**src/rtl/alu_sequencer.sv**
```systemverilog
// alu_sequencer: latches one request, drives an external ALU for one
// cycle, then holds the captured result until downstream takes it.
module alu_sequencer #(
   parameter int CNT_W = 8
) (
   input  logic             clk,
   input  logic             rst,
   input  logic             in_valid,
   output logic             in_ready,
   input  logic [15:0]      in_a,
   input  logic [15:0]      in_b,
   input  logic [2:0]       in_op,
   input  logic             in_use_acc,
   output logic [15:0]      alu_a,
   output logic [15:0]      alu_b,
   output logic [2:0]       alu_op,
   input  logic [15:0]      alu_y,
   input  logic             alu_c,
   input  logic             alu_v,
   input  logic             alu_n,
   input  logic             alu_z,
   output logic             out_valid,
   input  logic             out_ready,
   output logic [15:0]      out_y,
   output logic [3:0]       out_flags,
   output logic             out_err,
   output logic [CNT_W-1:0] op_count
);

   typedef enum logic [1:0] {
      IDLE,
      EXEC,
      HOLD
   } state_t;

   state_t      state;
   logic [15:0] op_a;
   logic [15:0] op_b;
   logic [2:0]  op;
   logic [15:0] acc;
   logic        bad_op;

   assign bad_op = (op == 3'b110) || (op == 3'b111);
   assign alu_a  = op_a;
   assign alu_b  = op_b;
   assign alu_op = op;

   always_ff @(posedge clk) begin
      if (rst) begin
         state     <= IDLE;
         in_ready  <= 1'b1;
         out_valid <= 1'b0;
         op_a      <= '0;
         op_b      <= '0;
         op        <= '0;
         acc       <= '0;
         out_y     <= '0;
         out_flags <= '0;
         out_err   <= 1'b0;
         op_count  <= '0;
      end else begin
         unique case (state)
            IDLE: begin
               if (in_valid) begin
                  op_a     <= in_use_acc ? acc : in_a;
                  op_b     <= in_b;
                  op       <= in_op;
                  in_ready <= 1'b0;
                  state    <= EXEC;
               end
            end
            EXEC: begin
               // Invalid op codes report an error and keep acc intact
               if (bad_op) begin
                  out_y     <= '0;
                  out_flags <= 4'b0100;
                  out_err   <= 1'b1;
               end else begin
                  out_y     <= alu_y;
                  out_flags <= {alu_n, alu_z, alu_c, alu_v};
                  out_err   <= 1'b0;
                  acc       <= alu_y;
               end
               out_valid <= 1'b1;
               state     <= HOLD;
            end
            HOLD: begin
               if (out_ready) begin
                  op_count  <= op_count + CNT_W'(1);
                  out_valid <= 1'b0;
                  in_ready  <= 1'b1;
                  state     <= IDLE;
               end
            end
            default: begin
               in_ready  <= 1'b1;
               out_valid <= 1'b0;
               state     <= IDLE;
            end
         endcase
      end
   end

endmodule

```
**config.mk**
```make
export PLATFORM = sky130hd
export DESIGN_NAME = alu_sequencer
export DESIGN_NICKNAME = d
export VERILOG_FILES = /design/src/rtl/alu_sequencer.sv
export SDC_FILE = /design/constraint.sdc
export NUM_CORES = 1
export LEC_CHECK = 0
export CAP_MARGIN = 0
export CELL_PAD_IN_SITES_DETAIL_PLACEMENT = 1
export CELL_PAD_IN_SITES_GLOBAL_PLACEMENT = 2
export CORE_UTILIZATION = 28
export CTS_BUF_LIST = sky130_fd_sc_hd__clkbuf_2
export DETAILED_ROUTE_END_ITERATION = 8
export GPL_TIMING_DRIVEN = 0
export PLACE_DENSITY_LB_ADDON = 0.1
export SYNTH_ARGS = -nofsm -noshare
export SYNTH_HDL_FRONTEND = slang
export SYNTH_SLANG_ARGS = --single-unit
```
**constraint.sdc**
```tcl
create_clock -name clk -period 2.45 [get_ports clk]
set_input_delay 0.735 -clock clk [delete_from_list [all_inputs] [get_ports clk]]
set_output_delay 0.735 -clock clk [all_outputs]
set_load 0.1 [all_outputs]
```
==> qor.tcl, run 1 <==
set qor(timing.critical_path.depth) 1
set qor(crit_path_class) {flip-flop to output port}
set qor(grt_util_all_layers_pct) 15.53
set qor(postRouteWirelength_um) 8378
set qor(detailed_place.area_mm2) 0.004466
set qor(rsz0062_at_grt) {false}
set qor(grt_pass1_wl_um) 13660
set qor(timing.critical_path.from) {op_count[3]}
set qor(final-hold-violation-count) 0
set qor(core_area_mm2) 0.01046
set qor(final-max-slew-violation-count) 0
set qor(fin_nets) 476
set qor(effective_utilization_at_floorplan_pct) 29.29
set qor(cts_tree) {built}
set qor(max_slew.worst_pin.slew_ns) 0.5781
set qor(final.fill_count) 1201
set qor(status) {finished, final reports clean}
set qor(globalplace.congestion) 0.7041
set qor(die_area_mm2) 0.01137
set qor(floorplan.die.width_um) 106.6
set qor(synth_ff_type) {dfxtp_1}
set qor(drt_pass1_iterations) 5
set qor(setup-violations-final) 0
set qor(clock.fmax_mhz) 427.6
set qor(synth_area_leaders) {dfxtp_1 (55%), mux2i_1 (12%), a22o_1 (9.1%)}
set qor(insertion_delay_ns) 0.53
set qor(via_count_of_the_routed_design) 2626
set qor(yosys_warnings) 0
set qor(inserted_clock_buffers) 9
set qor(synth-seq-cells) 84
set qor(htreeDepth) 3
set qor(worst_path_max_delay_cell) {clkdlybuf4s18_2}
set qor(netlist_top_cells_count) {dfxtp_1 (84), nor2_1 (41), mux2i_1 (36)}
set qor(worst_setup_start_kind) {flip-flop}
set qor(fin_hold_ws_ns) 0.4758
set qor(final_worst_path_setup_slack_ns) 0.1113
set qor(power.density_cell_area_mw_per_mm2) 655.2
set qor(cts_repair_resize_count) 198
set qor(port_buffers) 123
set qor(hold_path_depth) 2
set qor(area_delta_synth_final_pct) 51.25
set qor(critPathMaxFanout) 7
set qor(cap_viol_max_count) 0
set qor(route.detailed.drc) 0
set qor(cpPeakStageDelay_ns) 0.58
set qor(vias_per_cell) 4.723
set qor(minimum_clock_period_after_layout_ns) 2.339
set qor(hold_path_startpoint) {out_flags[0]}
set qor(netlist.top_cell.by_area) {dfxtp_1}
set qor(synth_sequential_area_ratio_pct) 54.88
set qor(avgRoutedWirePerCell_um) 15.07
set qor(clock_power_share_pct) 20.2
set qor(num_rows) 37
set qor(top_area_cell_type_share_of_the_netlist_area_pct) 54.88
set qor(ctsRootBufferMaster) {clkbuf_2}
set qor(worst_r2r_startpoint) {state[1]}
set qor(dp_hpwl_um) 6291
set qor(power_frac_comb_pct) 30.5
set qor(p_leak_nw) 1.795
set qor(holdBufCountCts) 0
set qor(mappedNetlistArea_mm2) 0.003064
set qor(dieHeight_um) 106.6
set qor(placement_setup_slack_ns) 0.07284
set qor(synth-edff-count) 0
set qor(relSlewSlack_pct) 61.64
set qor(timing.clock.skew_ns) 0.03997
set qor(synth.avg_cell_area_um2) 10.90
set qor(critical_path.n_buffers_inverters) 1
set qor(yosysUniqueCellTypes) 33
set qor(timing.critical_path.arrival_ns) 1.60
set qor(grt.overflow.total) 0
set qor(drive_gt1_share_pct) 24.29
set qor(r2r_cells) 4
set qor(finalSetupTns_ns) 0
set qor(worstPathCellList) {clkdlybuf4s18_2}
set qor(cts_setup_buffers) 0
set qor(finalCritPeriodShare_pct) 95.46
set qor(swShare_pct) 39.12
set qor(post_route_core_utilization_pct) 44.30
set qor(postRouteAntennaNets) 0
set qor(path_clk_slew_ns) 0.25
set qor(antenna_found_initial) 0
set qor(design.portCount) 126
set qor(worst_hold_path_type) {flip-flop to flip-flop}
set qor(final_cell_area_mm2) 0.004634
set qor(power_report.internal_total_mw) 1.849
set qor(max-vdd-ir-drop_mv) 0.2719
set qor(nature_of_the_critical_path_endpoint) {output port}
set qor(antenna_cells_inserted) 0
set qor(seqPwrFrac_pct) 49.3
set qor(critPathTopFamily) {buffers and inverters}
set qor(postSynthCellCount) 281
set qor(clk_path_buf_depth) 2
set qor(power_spent_charging_and_discharging_nets_mw) 1.188
set qor(postSynthNetCount) 342
set qor(detailedRoute.firstIterationViolations) 109
set qor(grt_pass1_vias) 2752
set qor(synthMostInstantiatedCell) {dfxtp_1}
set qor(grt_max_degree) 15
set qor(required_ns) 1.71
set qor(asyncSetResetFlopFracSynth_pct) 0
set qor(clock_sinks) 84
## state kept, by name (all words and copies together) (netlist names)
register / flops
alu_b: 16
acc: 16
alu_a: 16
in_ready: 1
out_flags: 4
out_err: 1
state: 2
alu_op: 3
op_count: 8
out_y: 16
out_valid: 1
## logic make-up (layout without fill, tap and decap cells)
logic type                 after synthesis  after routing  share of synthesized area [%]
AOI/OAI and AO/OA                       66             66                          16.86
buffers and inverters                   21            160                          3.838
DFF                                     84             84                          54.88
adders and majority gates                1              1                         0.4083
and+or+nand+nor                         71             71                          11.68
xor gates and xnor gates                 2              2                         0.5718
muxes                                   36             36                          11.76
## power by group through the flow
stage,registers [mW],clock network [mW],logic (mW)
4_1_cts,1.50,0.657,0.936
2_1_floorplan,2.00,0,0.191
3_3_place_gp,1.52,0,0.949
6_report,1.50,0.613,0.927
3_5_place_dp,1.52,0,0.953
5_1_grt,1.51,0.708,0.972
## final timing paths
check | slack, ns | end
worst max-delay path | 0.11 | op_count[3]
worst min register to register | 0.48 | out_flags[0]
worst max register to register | 0.79 | acc[1]
worst min-delay path | 0.48 | out_flags[0]
## area by class of cell
cell class / instances / area (µm²) / share of cell area (%)
plain buffers: 21 / 117.6 / 2.538
clock buffers: 9 / 45.04 / 0.9719
clock inverters: 7 / 43.79 / 0.9449
multi-input cells: 176 / 1265 / 27.29
flip-flops and latches: 84 / 1682 / 36.29
well taps: 136 / 170.2 / 3.672
repair buffers: 123 / 1311 / 28.29
## stage by stage
| stage | cells | power, mW |
|---|---|---|
| floorplan | 281 | 2.188 |
| finish | 556 | 3.037 |
| global route | 556 | 3.191 |
| detailed placement | 540 | 2.477 |
| global placement | 540 | 2.470 |
| CTS | 556 | 3.093 |
## worst min-delay path, stage by stage, from the launching register on
cell     delay, ns
dfxtp_1       0.36
nand2_1       0.05
a21oi_1       0.05
## cell usage in the layout (no fill, tap or decap), drive strengths merged, types with 3 or more instances in the layout
cell and instances:
a211oi 16, a21oi 10, a22o 32, buf 15, clkbuf 15, clkdlybuf4s15 64
clkdlybuf4s50 57, clkinv 7, dfxtp 84, mux2i 36, nand2 6, nand3 6
nor2 42, nor3b 3, o31ai 3, or4 3
## per-layer routing
metal  share of wire (%)  wire [µm]  track usage [%]
met1                  44       3707            18.74
met2                  48       4028            25.90
met3                 6.4        533            5.228
met4                 1.3        109            4.990
met5                   0          0                0
Power figures use the tool's default switching activity.
==> run 2: changes to the inputs <==
--- a/config.mk
+++ b/config.mk
@@ -6,9 +6,9 @@
 export NUM_CORES = 1
 export LEC_CHECK = 0
 export CAP_MARGIN = 0
-export CELL_PAD_IN_SITES_DETAIL_PLACEMENT = 1
-export CELL_PAD_IN_SITES_GLOBAL_PLACEMENT = 2
-export CORE_UTILIZATION = 28
+export CELL_PAD_IN_SITES_DETAIL_PLACEMENT = 0
+export CELL_PAD_IN_SITES_GLOBAL_PLACEMENT = 1
+export CORE_UTILIZATION = 35
 export CTS_BUF_LIST = sky130_fd_sc_hd__clkbuf_2
 export DETAILED_ROUTE_END_ITERATION = 8
 export GPL_TIMING_DRIVEN = 0
==> qor.tcl, run 2 (synthesized netlist as in run 1, its figures left out) <==
set qor(timing.critical_path.arrival_ns) 1.59 ;# was 1.60 ns
set qor(detailedRoute.firstIterationViolations) 36 ;# was 109
set qor(die_area_mm2) 0.009133 ;# was 0.01137 mm²
set qor(core_area_mm2) 0.008341 ;# was 0.01046 mm²
set qor(layout_commonest_cell) {dfxtp_1} ;# unchanged
set qor(area_delta_synth_final_pct) 52.47 ;# was 51.25%
set qor(htreeDepth) 3 ;# unchanged
set qor(globalplace.congestion) 0.7702 ;# was 0.7041
set qor(grt_pass1_vias) 2554 ;# was 2752
set qor(holdBufCountCts) 0 ;# unchanged
set qor(hold_path_startpoint) {out_flags[3]} ;# was out_flags[0]
set qor(nature_of_the_critical_path_endpoint) {output port} ;# unchanged
set qor(drt_pass1_iterations) 4 ;# was 5
set qor(vias_per_cell) 4.909 ;# was 4.723
set qor(max-vdd-ir-drop_mv) 0.3337 ;# was 0.2719 mV
set qor(timing.clock.skew_ns) 0.03069 ;# was 0.03997 ns
set qor(minimum_clock_period_after_layout_ns) 2.322 ;# was 2.339 ns
set qor(design.portCount) 126 ;# unchanged
set qor(final_cell_area_mm2) 0.004672 ;# was 0.004634 mm²
set qor(path_clk_slew_ns) 0.23 ;# was 0.25 ns
set qor(final.fill_count) 797 ;# was 1201
set qor(port_buffers) 123 ;# unchanged
set qor(critical_path.n_buffers_inverters) 1 ;# unchanged
set qor(report.power.total_mw) 3.343 ;# was 3.037 mW
set qor(worst_r2r_startpoint) {state[1]} ;# unchanged
set qor(antenna_found_initial) 0 ;# unchanged
set qor(ctsRootBufferMaster) {clkbuf_2} ;# unchanged
set qor(r2r_cells) 4 ;# unchanged
set qor(power.density_cell_area_mw_per_mm2) 715.5 ;# was 655.2 mW/mm²
set qor(clk_path_buf_depth) 2 ;# unchanged
set qor(insertion_delay_ns) 0.53 ;# about the same
set qor(most-common-layout-cells) {dfxtp_1 (84), clkdlybuf4s15_2 (66), clkdlybuf4s50_1 (57)} ;# was dfxtp_1 (84), clkdlybuf4s15_2 (64), clkdlybuf4s50_1 (57)
set qor(grt_util_all_layers_pct) 18.52 ;# was 15.53%
set qor(grt.overflow.total) 0 ;# unchanged
set qor(final_worst_path_setup_slack_ns) 0.1276 ;# was 0.1113 ns
set qor(finalSetupTns_ns) 0 ;# unchanged
set qor(grt_max_degree) 15 ;# unchanged
set qor(floorplan.die.width_um) 95.57 ;# was 106.6 µm
set qor(multi_input_comb_area_mm2) 0.001265 ;# unchanged
set qor(cts_tree) {built} ;# unchanged
set qor(placement_setup_slack_ns) 0.1299 ;# was 0.07284 ns
set qor(grt_pass1_wl_um) 12690 ;# was 13660 µm
set qor(worst_setup_start_kind) {flip-flop} ;# unchanged
set qor(whs_endpoint) {out_flags[3]} ;# was out_flags[0]
set qor(crit_path_class) {flip-flop to output port} ;# unchanged
set qor(reg2reg_to) {out_y[9]} ;# was acc[1]
set qor(cts_setup_buffers) 0 ;# unchanged
set qor(route.detailed.drc) 0 ;# unchanged
set qor(hold_path_depth) 2 ;# unchanged
set qor(worstPathCellList) {clkdlybuf4s15_2} ;# was clkdlybuf4s18_2
set qor(detailed_place.area_mm2) 0.004427 ;# was 0.004466 mm²
set qor(p_leak_nw) 1.829 ;# was 1.795 nW
set qor(postRouteWirelength_um) 7997 ;# was 8378 µm
set qor(setup-violations-final) 0 ;# unchanged
set qor(required_ns) 1.71 ;# about the same
set qor(post_layout_nonfiller_instances) 525 ;# was 556
set qor(critPathMaxFanout) 7 ;# unchanged
set qor(rsz0062_at_grt) {false} ;# unchanged
set qor(placedCellCount) 509 ;# was 540
set qor(postRouteAntennaNets) 0 ;# unchanged
set qor(layout.area.seq_mm2) 0.001682 ;# unchanged
set qor(num_rows) 33 ;# was 37
set qor(dp_hpwl_um) 5739 ;# was 6291 µm
set qor(clock.fmax_mhz) 430.6 ;# was 427.6 MHz
set qor(effective_utilization_at_floorplan_pct) 36.74 ;# was 29.29%
set qor(inserted_clock_buffers) 9 ;# unchanged
set qor(avgRoutedWirePerCell_um) 15.23 ;# was 15.07 µm
set qor(final-hold-violation-count) 0 ;# unchanged
set qor(antenna_cells_inserted) 0 ;# unchanged
set qor(status) {finished, final reports clean} ;# unchanged
set qor(cap_viol_max_count) 0 ;# unchanged
set qor(finalCritPeriodShare_pct) 94.79 ;# was 95.46%
set qor(dieHeight_um) 95.57 ;# was 106.6 µm
set qor(clock_sinks) 84 ;# unchanged
set qor(drive_gt1_share_pct) 24.76 ;# was 24.29%
set qor(worst_hold_path_type) {flip-flop to flip-flop} ;# unchanged
set qor(critPathTopFamily) {buffers and inverters} ;# unchanged
set qor(max_slew.worst_pin.slew_ns) 0.5684 ;# was 0.5781 ns
set qor(final-max-slew-violation-count) 0 ;# unchanged
set qor(relSlewSlack_pct) 62.28 ;# was 61.64%
set qor(cpPeakStageDelay_ns) 0.59 ;# was 0.58 ns
set qor(worst_path_max_delay_cell) {clkdlybuf4s15_2} ;# was clkdlybuf4s18_2
set qor(fin_nets) 476 ;# unchanged
set qor(via_count_of_the_routed_design) 2577 ;# was 2626
set qor(register_to_register_path_setup_slack_ns) 0.77 ;# was 0.79 ns
-- run 2: cell count changes in the layout (fill, tap and decap cells not counted) --
cell,delta
clkinv_4,-1
clkinv_2,-1
clkdlybuf4s18_2,-2
bufinv_16,+3
clkinv_1,-2
clkdlybuf4s15_2,+2
clkbuf_2,+1
-- run 2: stage by stage --
stage	utilization, %	hold slack, ns
3_3_place_gp	53.08	0.4391
3_5_place_dp	53.08	0.4500
2_1_floorplan	-	0.4420
5_1_grt	56.02	0.5086
4_1_cts	56.02	0.4774
6_report	56.02	0.4722
-- run 2: worst max-delay path by stage --
stage                              to  cells after the start        start
final                     op_count[3]                      1  op_count[3]
after global routing      op_count[3]                      1  op_count[3]
after CTS                 op_count[3]                      1  op_count[3]
after detailed placement    alu_a[12]                      5     in_valid
after global placement    op_count[3]                      1  op_count[3]
after floorplan              out_y[0]                      4    alu_op[2]
-- run 2: what timing repair did --
item | in CTS | in global routing
hold endpoints to repair | 0 | 0
resized for setup | 198 | 0
setup endpoints to repair | 66 | 0
-- run 2: layout make-up --
class / count / area share, %
Tap cell: 105 / 2.812
Clock inverter: 6 / 2.410
Buffer: 21 / 2.517
Multi-Input combinational cell: 176 / 27.08
Clock buffer: 10 / 1.071
Timing Repair Buffer: 123 / 28.12
Sequential cell: 84 / 35.99
-- run 2: layer usage --
layer  track usage (%)  routed length, µm  vias to the layer above
met5                 0                  0                        -
met4             4.851                 78                        0
met3             6.539                547                        8
met2             31.43               3861                       70
met1             22.16               3510                     1218
li1                  -                  -                     1281
-- run 2: where the power goes --
group	leakage (nW)	switching, mW	internal, mW
Sequential	0.688	0.0453	1.45
Combinational	1.05	0.657	0.268
Clock	0.0961	0.475	0.446
==> run 3: changes to the inputs <==
--- a/config.mk
+++ b/config.mk
@@ -13,6 +13,7 @@
 export DETAILED_ROUTE_END_ITERATION = 8
 export GPL_TIMING_DRIVEN = 0
 export PLACE_DENSITY_LB_ADDON = 0.1
+export SLEW_MARGIN = 10
 export SYNTH_ARGS = -nofsm -noshare
 export SYNTH_HDL_FRONTEND = slang
 export SYNTH_SLANG_ARGS = --single-unit
==> constraint.sdc (replaced) <==
create_clock -name clk -period 3 [get_ports clk]
set_input_delay 0.9 -clock clk [delete_from_list [all_inputs] [get_ports clk]]
set_output_delay 0.9 -clock clk [all_outputs]
set_load 0.1 [all_outputs]
==> qor.tcl, run 3 (synthesized netlist as in run 1, its figures left out) <==
set qor(dp_hpwl_um) 5739 ;# unchanged
set qor(most-common-layout-cells) {dfxtp_1 (84), clkdlybuf4s50_1 (58), dlymetal6s2s_1 (45)} ;# was dfxtp_1 (84), clkdlybuf4s15_2 (66), clkdlybuf4s50_1 (57)
set qor(setup-violations-final) 0 ;# unchanged
set qor(cts_tree) {built} ;# unchanged
set qor(status) {finished, final reports clean} ;# unchanged
set qor(clock_sinks) 84 ;# unchanged
set qor(worst_path_max_delay_cell) {clkdlybuf4s50_1} ;# was clkdlybuf4s15_2
set qor(antenna_found_initial) 0 ;# unchanged
set qor(drt_pass1_iterations) 4 ;# unchanged
set qor(htreeDepth) 3 ;# unchanged
set qor(detailedRoute.firstIterationViolations) 41 ;# was 36
set qor(cap_viol_max_count) 0 ;# unchanged
set qor(crit_path_class) {flip-flop to output port} ;# unchanged
set qor(avgRoutedWirePerCell_um) 15.36 ;# was 15.23 µm
set qor(minimum_clock_period_after_layout_ns) 2.902
set qor(finalCritPeriodShare_pct) 96.72
set qor(port_buffers) 123 ;# unchanged
set qor(clock.fmax_mhz) 344.6
set qor(grt_pass1_wl_um) 12540 ;# was 12690 µm
set qor(worst_setup_start_kind) {flip-flop} ;# unchanged
set qor(timing.critical_path.arrival_ns) 2.00 ;# was 1.59 ns
set qor(p_leak_nw) 2.615 ;# was 1.829 nW
set qor(path_clk_slew_ns) 0.23 ;# about the same
set qor(critPathMaxFanout) 2 ;# was 7
set qor(grt_pass1_vias) 2544 ;# was 2554
set qor(drive_gt1_share_pct) 9.048 ;# was 24.76%
set qor(num_rows) 33 ;# unchanged
set qor(floorplan.die.width_um) 95.57 ;# unchanged
set qor(max_slew.worst_pin.slew_ns) 0.9964 ;# was 0.5684 ns
set qor(insertion_delay_ns) 0.53 ;# about the same
set qor(worst_hold_path_type) {flip-flop to flip-flop} ;# unchanged
set qor(route.detailed.drc) 0 ;# unchanged
set qor(required_ns) 2.10 ;# was 1.71 ns
set qor(grt.overflow.total) 0 ;# unchanged
set qor(max-vdd-ir-drop_mv) 0.2750 ;# was 0.3337 mV
set qor(finalSetupTns_ns) 0 ;# unchanged
set qor(final-max-slew-violation-count) 0 ;# unchanged
set qor(antenna_cells_inserted) 0 ;# unchanged
set qor(clk_path_buf_depth) 2 ;# unchanged
set qor(effective_utilization_at_floorplan_pct) 36.74 ;# unchanged
set qor(postRouteWirelength_um) 8066 ;# was 7997 µm
set qor(report.power.total_mw) 2.731 ;# was 3.343 mW
set qor(worstPathCellList) {clkdlybuf4s50_1} ;# was clkdlybuf4s15_2
set qor(grt_max_degree) 15 ;# unchanged
set qor(holdBufCountCts) 0 ;# unchanged
set qor(rsz0062_at_grt) {false} ;# unchanged
set qor(die_area_mm2) 0.009133 ;# unchanged
set qor(ctsRootBufferMaster) {clkbuf_2} ;# unchanged
set qor(dieHeight_um) 95.57 ;# unchanged
set qor(cpPeakStageDelay_ns) 1.13 ;# was 0.59 ns
set qor(nature_of_the_critical_path_endpoint) {output port} ;# unchanged
set qor(grt_util_all_layers_pct) 18.34 ;# was 18.52%
set qor(vias_per_cell) 4.907 ;# was 4.909
set qor(globalplace.congestion) 0.7702 ;# unchanged
set qor(via_count_of_the_routed_design) 2576 ;# was 2577
set qor(critPathTopFamily) {buffers and inverters} ;# unchanged
set qor(timing.clock.skew_ns) 0.02689 ;# was 0.03069 ns
set qor(fin_nets) 476 ;# unchanged
set qor(power.density_cell_area_mw_per_mm2) 584.0 ;# was 715.5 mW/mm²
set qor(layout_commonest_cell) {dfxtp_1} ;# unchanged
set qor(final-hold-violation-count) 0 ;# unchanged
set qor(design.portCount) 126 ;# unchanged
set qor(area_delta_synth_final_pct) 52.63 ;# was 52.47%
set qor(relSlewSlack_pct) 33.46 ;# was 62.28%
set qor(core_area_mm2) 0.008341 ;# unchanged
set qor(postRouteAntennaNets) 0 ;# unchanged
set qor(critical_path.n_buffers_inverters) 1 ;# unchanged
set qor(inserted_clock_buffers) 9 ;# unchanged
[run 3: layer usage]
layer,routed length [µm],global-route usage [%],share of wire (%)
met2,3931,31.13,49
met1,3541,21.97,44
met5,0,0,0
met4,74,4.851,0.92
met3,519,6.380,6.4
[run 3: worst reg2reg max path, stage by stage, from the launching register on]
cell and delay [ns]:
dfxtp_1 0.43, nand2b_1 0.29, nor3b_2 0.40, buf_2 0.33, a22o_1 0.19
[run 3: metrics by stage]
stage	setup WS [ns]	instances	utilization (%)	cell area, µm²	hold WS [ns]
after floorplan	0.9441	281	-	3064	0.4420
after global placement	0.5099	509	53.08	4427	0.4391
after detailed placement	0.5149	509	53.08	4427	0.4500
after CTS	0.002330	525	54.73	4564	0.4745
after global routing	0.01113	525	56.08	4677	0.5056
final	0.09836	525	56.08	4677	0.4705
[run 3: layout make-up]
type	instances	area, µm²
fillers	787	3664
flip-flops and latches	84	1682
repair buffers	123	1319
multi-input cells	176	1265
well taps	105	131.4
plain buffers	21	117.6
clock inverters	6	112.6
clock buffers	10	50.05
[run 3: worst paths after layout]
kind / startpoint / endpoint / slack [ns] / depth (start not counted)
worst max register to register: state[1] / out_y[9] / 1.32 / 4
worst min-delay path: out_flags[3] / out_flags[3] / 0.47 / 2
worst min register to register: out_flags[3] / out_flags[3] / 0.47 / 2
worst max-delay path: out_y[7] / out_y[7] / 0.1 / 1
[run 3: what timing repair did]
action	in CTS	in global routing
setup endpoints to repair	20	45
resized for setup	20	45
setup buffers	0	0
gates cloned	0	0
pin swaps	0	0
[run 3: power breakdown]
group | leakage, nW | total [mW] | internal, mW | switching (mW)
clock | 0.0961 | 0.752 | 0.364 | 0.388
sequential | 0.688 | 1.22 | 1.19 | 0.0350
combinational | 1.83 | 0.759 | 0.222 | 0.537
total | 2.61 | 2.73 | 1.77 | 0.960
